===== config.mk =====
export PLATFORM = sky130hd
export DESIGN_NAME = eprobe_cmd_sequencer_flat
export DESIGN_NICKNAME = d
export VERILOG_FILES = /design/src/rtl/eprobe_cmd_sequencer_if.sv /design/src/rtl/eprobe_cmd_sequencer.sv /design/src/flat_wrapper.sv
export SDC_FILE = /design/constraint.sdc
export NUM_CORES = 1
export LEC_CHECK = 0
export CAP_MARGIN = 20
export CORE_MARGIN = 4
export CORE_UTILIZATION = 65
export CTS_BUF_LIST = sky130_fd_sc_hd__clkbuf_4 sky130_fd_sc_hd__clkbuf_8
export DETAILED_ROUTE_END_ITERATION = 12
export GPL_TIMING_DRIVEN = 0
export PLACE_DENSITY = 0.83
export SLEW_MARGIN = 40
export SYNTH_ARGS = -nofsm -noshare
export SYNTH_HDL_FRONTEND = slang
export SYNTH_SLANG_ARGS = --single-unit

===== constraint.sdc =====
create_clock -name clk -period 8.4 [get_ports clk]
set_input_delay 2.52 -clock clk [delete_from_list [all_inputs] [get_ports clk]]
set_output_delay 2.52 -clock clk [all_outputs]
set_load 0.01 [all_outputs]

===== src/rtl/eprobe_cmd_sequencer_if.sv =====
`default_nettype none
// +----------------------------------------------------------------------------+
// | Module   : eprobe_cmd_sequencer_if                                         |
// | Brief    : Host write port, control-stage command port and status flags    |
// |            of the E-probe command sequencer.                               |
// | Revision : 1.0                                                            |
// +----------------------------------------------------------------------------+
interface eprobe_cmd_sequencer_if #(
    parameter int DEPTH_LOG2 = 5
);
    logic                  wr_en;
    logic [15:0]           wr_data;
    logic [1:0]            ctrl_state;
    logic [15:0]           cmd;
    logic                  full;
    logic                  empty;
    logic [DEPTH_LOG2:0]   count;
    logic                  busy;
    logic                  overflow;
    logic                  timeout;

    modport master (
        output wr_en, wr_data, ctrl_state,
        input  cmd, full, empty, count, busy, overflow, timeout
    );

    modport slave (
        input  wr_en, wr_data, ctrl_state,
        output cmd, full, empty, count, busy, overflow, timeout
    );
endinterface
`default_nettype wire


===== src/rtl/eprobe_cmd_sequencer.sv =====
`default_nettype none
// +----------------------------------------------------------------------------+
// | Module   : eprobe_cmd_sequencer                                            |
// | Brief    : FIFO-buffered command feeder for the E-probe LED control stage; |
// |            optional WAIT_DONE watchdog under EPROBE_SEQ_TIMEOUT_EN.        |
// | Revision : 1.0                                                            |
// +----------------------------------------------------------------------------+
module eprobe_cmd_sequencer #(
    parameter int          DEPTH_LOG2 = 5,
    parameter int          START_WIN  = 4,
    parameter int          GAP_CYC    = 2,
    parameter logic [23:0] TIMEOUT    = 24'd4000
) (
    input  logic                  clk,
    input  logic                  rst,
    eprobe_cmd_sequencer_if.slave bus
);
    localparam int                  c_depth      = 1 << DEPTH_LOG2;
    localparam logic [DEPTH_LOG2:0] c_full_count = {1'b1, {DEPTH_LOG2{1'b0}}};
    localparam logic [7:0]          c_win_last   = 8'(START_WIN - 1);
    localparam logic [7:0]          c_gap_last   = 8'(GAP_CYC - 1);

    localparam logic [2:0] S_IDLE       = 3'd0;
    localparam logic [2:0] S_ISSUE      = 3'd1;
    localparam logic [2:0] S_WAIT_START = 3'd2;
    localparam logic [2:0] S_WAIT_DONE  = 3'd3;
    localparam logic [2:0] S_GAP        = 3'd4;

    logic [15:0]           r_mem [c_depth];
    logic [DEPTH_LOG2-1:0] r_wr_ptr;
    logic [DEPTH_LOG2-1:0] r_rd_ptr;
    logic [DEPTH_LOG2:0]   r_count;
    logic                  r_overflow;
    logic [2:0]            r_state;
    logic [2:0]            w_state_nxt;
    logic [15:0]           r_cmd;
    logic [15:0]           w_cmd_nxt;
    logic [7:0]            r_win;
    logic [7:0]            r_gap;
    logic                  w_pop;
    logic                  w_push;
    logic                  w_drop;
    logic                  w_full;
    logic                  w_empty;

    assign w_full  = (r_count == c_full_count);
    assign w_empty = (r_count == '0);
    // A pop frees the head slot in the same cycle, so a write to a full FIFO can land.
    assign w_push  = bus.wr_en && (!w_full || w_pop);
    assign w_drop  = bus.wr_en && w_full && !w_pop;

`ifdef EPROBE_SEQ_TIMEOUT_EN
    logic [23:0] r_to_cnt;
    logic        r_timeout;
    logic        w_timeout_hit;
`endif

    always_comb begin
        w_state_nxt = r_state;
        w_cmd_nxt   = r_cmd;
        w_pop       = 1'b0;
`ifdef EPROBE_SEQ_TIMEOUT_EN
        w_timeout_hit = 1'b0;
`endif
        case (r_state)
            S_IDLE: begin
                if (!w_empty) begin
                    w_pop       = 1'b1;
                    w_cmd_nxt   = r_mem[r_rd_ptr];
                    w_state_nxt = S_ISSUE;
                end
            end
            S_ISSUE: w_state_nxt = S_WAIT_START;
            S_WAIT_START: begin
                if ((r_cmd[15:14] == 2'b00) || (r_cmd[15:14] == 2'b11) ||
                    ((bus.ctrl_state == 2'b00) && (r_win == c_win_last))) begin
                    w_state_nxt = S_GAP;
                    w_cmd_nxt   = {2'b00, r_cmd[13:0]};
                end else if (bus.ctrl_state != 2'b00) begin
                    w_state_nxt = S_WAIT_DONE;
                end
            end
            S_WAIT_DONE: begin
                if (bus.ctrl_state == 2'b00) begin
                    w_state_nxt = S_GAP;
                    w_cmd_nxt   = {2'b00, r_cmd[13:0]};
                end
`ifdef EPROBE_SEQ_TIMEOUT_EN
                else if (r_to_cnt == (TIMEOUT - 24'd1)) begin
                    w_timeout_hit = 1'b1;
                    w_state_nxt   = S_GAP;
                    w_cmd_nxt     = {2'b00, r_cmd[13:0]};
                end
`endif
            end
            S_GAP: begin
                if (r_gap == c_gap_last) begin
                    w_state_nxt = S_IDLE;
                end
            end
            default: w_state_nxt = S_IDLE;
        endcase
    end

    always_ff @(posedge clk) begin
        if (rst) begin
            r_state    <= S_IDLE;
            r_cmd      <= 16'h0000;
            r_win      <= 8'd0;
            r_gap      <= 8'd0;
            r_wr_ptr   <= '0;
            r_rd_ptr   <= '0;
            r_count    <= '0;
            r_overflow <= 1'b0;
        end else begin
            r_state <= w_state_nxt;
            r_cmd   <= w_cmd_nxt;
            r_win   <= (r_state == S_WAIT_START) ? r_win + 8'd1 : 8'd0;
            r_gap   <= (r_state == S_GAP) ? r_gap + 8'd1 : 8'd0;
            if (w_push) r_wr_ptr <= r_wr_ptr + 1'b1;
            if (w_pop)  r_rd_ptr <= r_rd_ptr + 1'b1;
            if (w_push && !w_pop)      r_count <= r_count + 1'b1;
            else if (w_pop && !w_push) r_count <= r_count - 1'b1;
            if (w_drop) r_overflow <= 1'b1;
        end
    end

    // Storage needs no reset: the pointers alone define what is valid.
    always_ff @(posedge clk) begin
        if (w_push) r_mem[r_wr_ptr] <= bus.wr_data;
    end

`ifdef EPROBE_SEQ_TIMEOUT_EN
    always_ff @(posedge clk) begin
        if (rst) begin
            r_to_cnt  <= 24'd0;
            r_timeout <= 1'b0;
        end else begin
            r_to_cnt <= (r_state == S_WAIT_DONE) ? r_to_cnt + 24'd1 : 24'd0;
            if (w_timeout_hit) r_timeout <= 1'b1;
        end
    end
    assign bus.timeout = r_timeout;
`else
    logic w_unused_timeout;
    assign w_unused_timeout = ^TIMEOUT;
    assign bus.timeout      = 1'b0;
`endif

    assign bus.cmd      = r_cmd;
    assign bus.full     = w_full;
    assign bus.empty    = w_empty;
    assign bus.count    = r_count;
    assign bus.busy     = (r_state != S_IDLE);
    assign bus.overflow = r_overflow;
endmodule
`default_nettype wire


===== src/flat_wrapper.sv =====
// flat-port wrapper written by rule: the top's interface ports become plain ports
module eprobe_cmd_sequencer_flat 
#(
    parameter int          DEPTH_LOG2 = 5,
    parameter int          START_WIN  = 4,
    parameter int          GAP_CYC    = 2,
    parameter logic [23:0] TIMEOUT    = 24'd4000
)
  (clk, rst, bus_wr_en, bus_wr_data, bus_ctrl_state, bus_cmd, bus_full, bus_empty, bus_count, bus_busy, bus_overflow, bus_timeout);
  eprobe_cmd_sequencer_if #(.DEPTH_LOG2(DEPTH_LOG2)) bus_i ();
  input  logic clk;
  input  logic rst;
  input wire logic [$bits(bus_i.wr_en)-1:0] bus_wr_en;
  input wire logic [$bits(bus_i.wr_data)-1:0] bus_wr_data;
  input wire logic [$bits(bus_i.ctrl_state)-1:0] bus_ctrl_state;
  output wire logic [$bits(bus_i.cmd)-1:0] bus_cmd;
  output wire logic [$bits(bus_i.full)-1:0] bus_full;
  output wire logic [$bits(bus_i.empty)-1:0] bus_empty;
  output wire logic [$bits(bus_i.count)-1:0] bus_count;
  output wire logic [$bits(bus_i.busy)-1:0] bus_busy;
  output wire logic [$bits(bus_i.overflow)-1:0] bus_overflow;
  output wire logic [$bits(bus_i.timeout)-1:0] bus_timeout;
  assign bus_i.wr_en = bus_wr_en;
  assign bus_i.wr_data = bus_wr_data;
  assign bus_i.ctrl_state = bus_ctrl_state;
  assign bus_cmd = bus_i.cmd;
  assign bus_full = bus_i.full;
  assign bus_empty = bus_i.empty;
  assign bus_count = bus_i.count;
  assign bus_busy = bus_i.busy;
  assign bus_overflow = bus_i.overflow;
  assign bus_timeout = bus_i.timeout;
  eprobe_cmd_sequencer #(.DEPTH_LOG2(DEPTH_LOG2), .START_WIN(START_WIN), .GAP_CYC(GAP_CYC), .TIMEOUT(TIMEOUT)) u_core (.clk(clk), .rst(rst), .bus(bus_i));
endmodule

* Word-level counts from Yosys, hierarchy flattened *
Memories as Yosys holds them, arrays and structs flattened. A register that Yosys moved wholly into a read port is not among the register bits.
Index checks and enable logic that the tools add are counted.

storage, ports and cells
  flip-flop bits (word level) = 52
  bits in writable memories = 512
  bits of input ports = 21
  output and inout bits = 27
  word-level logic and storage cells = 76
  memories kept = 1

operators by class
  add/sub/neg operators = 6
  equal/unequal tests = 13
  multiplexer cells = 18
  bitwise gates (word level) = 4
  reductions and logical operators = 25

memory list
  name          words  bits a word  rd ports  clocked after Yosys merged registers in  write ports  RTL line                    text
  u_core.r_mem  32     16           1         1                                        1            eprobe_cmd_sequencer.sv:29  logic [15:0] r_mem [c_depth];

operators by type and width
  cell                                                                     count
  16-bit two-way mux                                                       3
  16-bit one-hot mux with 3 select lines                                   1
  8-bit by 1-bit adder with 8-bit output, second input constant            2
  3-bit two-way mux                                                        5
  3-bit one-hot mux with 5 select lines                                    1
  6-bit two-way mux                                                        2
  4-bit AND reduction                                                      3
  5-bit by 1-bit adder with 5-bit output, second input constant            2
  5-bit two-way mux                                                        2
  8-bit by 1-bit equality test with 1-bit output, second input constant    1
  8-bit by 2-bit equality test with 1-bit output, second input constant    1
  6-bit by 1-bit adder with 6-bit output, second input constant            1
  3-bit by 2-bit equality test with 1-bit output, second input constant    2
  6-bit equality test, second input constant                               1
  1-bit logical AND                                                        6
  6-bit logical NOT                                                        1
  2-bit by 1-bit inequality test with 1-bit output, second input constant  3
  3-bit nonzero test                                                       2
  6-bit by 1-bit subtractor with 6-bit output, second input constant       1
  2-bit logical NOT                                                        2
  1-bit two-way mux                                                        4
  1-bit inverter                                                           4
  2-bit nonzero test                                                       2
  2-bit OR reduction                                                       2
  8 further kinds                                                          12

* Longest topological paths before layout *
  depth after elaboration = 9
  gate-level depth with buffers = 12

* Worst setup path before layout *
No wires, ideal clock.

  path kind = in2reg
  from = in bus_wr_en
  to = reg u_core.r_count[5] (netlist: u_core.bus.count[5])
  library setup time = 0.121 ns
  arrival time = 4.274 ns
  data required time = 8.279 ns
  setup slack = 4.006 ns
  stages on the path = 10
  path through = o41a_1 -> buf_2 -> ha_1 -> inv_1 -> ha_1 -> a21o_1 -> a21oi_1 -> o21ai_0 -> nand4_1 -> mux2_2

between the ends
  word-level cells in the longest chain between the ends = 4
  elaborated cells between the ends (all ways) = 6
  classes of those cells = mux: 1; reduce/logical: 5

RTL lines
  element                              RTL line                     text
  from (decl)                          flat_wrapper.sv:13           input wire logic [$bits(bus_i.wr_en)-1:0] bus_wr_en;
  1-bit logical AND *                  eprobe_cmd_sequencer.sv:49   assign w_push = bus.wr_en && (!w_full || w_pop);
  via u_core.w_push                    eprobe_cmd_sequencer.sv:41   logic w_push;
  1-bit logical NOT                    eprobe_cmd_sequencer.sv:123  else if (w_pop && !w_push) r_count <= r_count - 1'b1;
  1-bit logical AND                    eprobe_cmd_sequencer.sv:123
  2-bit nonzero test (no source line)  -
  to (signal assigned)                 eprobe_cmd_sequencer.sv:122  if (w_push && !w_pop) r_count <= r_count + 1'b1;
  to (signal assigned)                 eprobe_cmd_sequencer.sv:123
  to (decl)                            eprobe_cmd_sequencer.sv:32   logic [DEPTH_LOG2:0] r_count;

The timed path passes the listed nets; every way through them passes the cells marked *.
A chain may end at the register's enable or synchronous reset.

* Worst setup path after layout *
  from = reg u_core.r_count[3] (netlist: u_core.bus.count[3])
  to = out bus_empty

between the ends
  word-level cells in the longest chain between the ends = 1

RTL lines
  element            RTL line                    text
  6-bit logical NOT  eprobe_cmd_sequencer.sv:47  assign w_empty = (r_count == '0);
  to (decl)          flat_wrapper.sv:18          output wire logic [$bits(bus_i.empty)-1:0] bus_empty;

Every way passes these cells.

==> load_flow_metrics.sql <==
INSERT INTO impl_metrics (metric_group, metric, value, unit) VALUES
('detailed_routing', 'initialDrtViolationCount', '1695', ''),
('critical_path', 'critPathMaxFanout', '4', ''),
('sta', 'max_freq', '197', 'MHz'),
('power', 'share_comb_of_total_power', '23.3', '%'),
('floorplan', 'fp.coreArea', '33400', 'um^2'),
('sta', 'timing.final.crit_period', '5.09', 'ns'),
('sta', 'setup_ws', '3.31', 'ns'),
('global_routing', 'grt_start_max_net_pins', '33', ''),
('placed_design', 'place_area', '23200', 'um^2'),
('power', 'power.leakage', '7.85', 'nW'),
('global_routing', 'antenna_found_initial', '1', ''),
('global_routing', 'grt_first_pass_wirelength', '73.2', 'mm'),
('global_routing', 'grt_remaining_overflow', '0', ''),
('sta', 'hold_ws', '0.487', 'ns'),
('placed_design', 'placed_cells', '1629', ''),
('floorplan', 'die_ar', '36800', 'um^2'),
('critical_path', 'critPathKind', 'reg2out', ''),
('placed_design', 'io_buffers', '45', ''),
('layout', 'multi_input_area', '5300', 'um^2'),
('critical_path', 'r2r_setup_slack', '5.01', 'ns'),
('detailed_routing', 'postRouteWirelength', '49.7', 'mm'),
('floorplan', 'num_rows', '67', ''),
('global_routing', 'via_count_of_the_first_global_routing_pass', '11800', ''),
('cts', 'tritoncts', 'done', ''),
('sta', 'drv_slew', '0', ''),
('power', 'internal_power', '5.07', 'mW'),
('synthesis', 'cell_count_after_synthesis', '1129', ''),
('power', 'vdd_ir_drop_max', '0.192', 'mV'),
('synthesis', 'yosysMostFrequentCell', 'sky130_fd_sc_hd__edfxtp_1', ''),
('sta', 'setup-violations-final', '0', ''),
('job', 'cap_violations', '0', ''),
('synthesis', 'ys_seq_elements', '569', ''),
('layout', 'area_delta_synth_final', '13.1', '%'),
('layout', 'seqCellArea', '16500', 'um^2'),
('power', 'clockPowerShare', '30.7', '%'),
('synthesis', 'ys_warn_count', '0', ''),
('power', 'total_power', '7.00', 'mW'),
('detailed_routing', 'routed-via-count', '11800', ''),
('global_routing', 'global_route.usage.total', '27.6', '%'),
('synthesis', 'ys_top_cells_by_area', 'sky130_fd_sc_hd__edfxtp_1 (70%), sky130_fd_sc_hd__mux4_2 (13%), sky130_fd_sc_hd__dfxtp_1 (5.2%)', ''),
('sta', 'slew_headroom', '41.4', '%'),
('sta', 'hold_violations', '0', ''),
('critical_path', 'critPathRequiredTime', '5.88', 'ns'),
('floorplan', 'top_level_ports', '48', ''),
('synthesis', 'synth_sequential_area_ratio', '75.3', '%'),
('power', 'switchingPower', '1.94', 'mW'),
('synthesis', 'synth_enable_flop_cells', '512', ''),
('critical_path', 'worst-endpoint-arrival', '2.57', 'ns'),
('synthesis', 'synth.net_count', '1164', ''),
('floorplan', 'fp.dieH', '192', 'um'),
('cts', 'clock_sinks', '569', ''),
('sta', 'final.period_utilization', '60.6', '%'),
('layout', 'final_core_util', '74.2', '%'),
('run_status', 'run_status', 'complete, no violations', ''),
('placed_design', 'gp_congestion', '0.855', ''),
('synthesis', 'synth.largest_area_cell', 'sky130_fd_sc_hd__edfxtp_1', ''),
('cts', 'cts_setup_buffers', '0', ''),
('synthesis', 'async_flop_share', '0', '%'),
('cts', 'holdBufCountCts', '0', ''),
('sta', 'unrepaired_setup_endpoints_after_global_routing', 'false', ''),
('sta', 'skew', '0.0312', 'ns'),
('cts', 'cts-htree-levels', '3', ''),
('layout', 'final.fill_count', '1771', ''),
('critical_path', 'setup.worst_path.end_class', 'primary output', ''),
('power', 'power_frac_seq', '46.0', '%'),
('power', 'p_sw_share', '27.7', '%'),
('synthesis', 'commonest_cells_in_the_netlist', 'sky130_fd_sc_hd__edfxtp_1 (512), sky130_fd_sc_hd__mux4_2 (125), sky130_fd_sc_hd__nor2_1 (79), sky130_fd_sc_hd__a22oi_1 (58), sky130_fd_sc_hd__dfxtp_1 (57)', ''),
('placed_design', 'post-place-ws', '3.16', 'ns'),
('synthesis', 'post-synth-top-area-fraction', '70.1', '%'),
('detailed_routing', 'drt-vias-per-instance', '6.67', ''),
('floorplan', 'die_w', '192', 'um');
## cell families after synthesis
logic type                 Yosys count  share of synthesized area [%]
AOI/OAI and AO/OA                  124                           3.93
xor gates and xnor gates            24                          0.958
adders and majority gates           14                          0.833
buffers and inverters               73                           1.68
DFF                                569                           75.3
muxes                              135                           13.3
other                                1                         0.0171
and+or+nand+nor                    189                           4.00
## cell type report
type                    instances  share of cell area, %
clock inverters                21                  0.454
inverters                      13                  0.197
clock buffers                 120                   6.00
well taps                     448                   2.26
repair buffers                 52                   1.92
plain buffers                  60                   1.29
multi-input cells             487                   21.3
flip-flops and latches        569                   66.5
## flip-flops by register name, indices dropped and copies added, names as in the netlist, named ones only
name,count
u_core.bus.overflow,1
u_core.bus.count,6
u_core.r_mem,512
u_core.r_wr_ptr,5
u_core.r_rd_ptr,5
u_core.r_state,3
u_core.bus.cmd,16
u_core.r_gap,8
u_core.r_win,8
## cell usage in the layout, fill, tap and decap left out, drive strengths merged, types with 28 or more instances in the layout
cell / netlist / final
clkbuf: 33 / 153
mux4: 125 / 125
nand3: 44 / 44
clkdlybuf4s50: 0 / 29
nor2: 79 / 79
a22oi: 58 / 58
dfxtp: 57 / 57
buf: 27 / 50
nand2: 28 / 28
edfxtp: 512 / 512
## power groups by stage
stage                     sequential [mW]  combinational, mW  clock [mW]
after floorplan                      3.28               1.09           0
after detailed placement             3.28               1.61           0
after global placement               3.28               1.56           0
after CTS                            3.22               1.62        2.16
after global routing                 3.23               1.73        2.31
final                                3.22               1.63        2.15
## metal layers
| metal | routed length (um) | vias up | global-route usage, % | share of wire, % |
|---|---|---|---|---|
| met3 | 5830 | 106 | 7.78 | 12 |
| met1 | 18200 | 6052 | 38.1 | 37 |
| met4 | 1370 | 0 | 9.17 | 2.8 |
| met2 | 24200 | 767 | 43.5 | 49 |
| met5 | 0 | - | 0 | 0 |
| li1 | - | 4881 | - | - |
## worst paths after layout
path                         end           startpoint  depth (start not counted)
max                    bus_empty  u_core.bus.count[3]                          3
min              u_core.r_win[0]      u_core.r_win[0]                          1
max reg2reg  u_core.bus.count[5]  u_core.bus.count[3]                         11
min reg2reg      u_core.r_win[0]      u_core.r_win[0]                          1
## worst max-delay path, cell delays in order, from the launching register on
cell and delay, ns:
sky130_fd_sc_hd__dfxtp_1 0.35, sky130_fd_sc_hd__or4_1 0.58, sky130_fd_sc_hd__nor3_1 0.40, sky130_fd_sc_hd__clkdlybuf4s50_1 0.63
No activity file was read; power rests on OpenSTA's default activity.
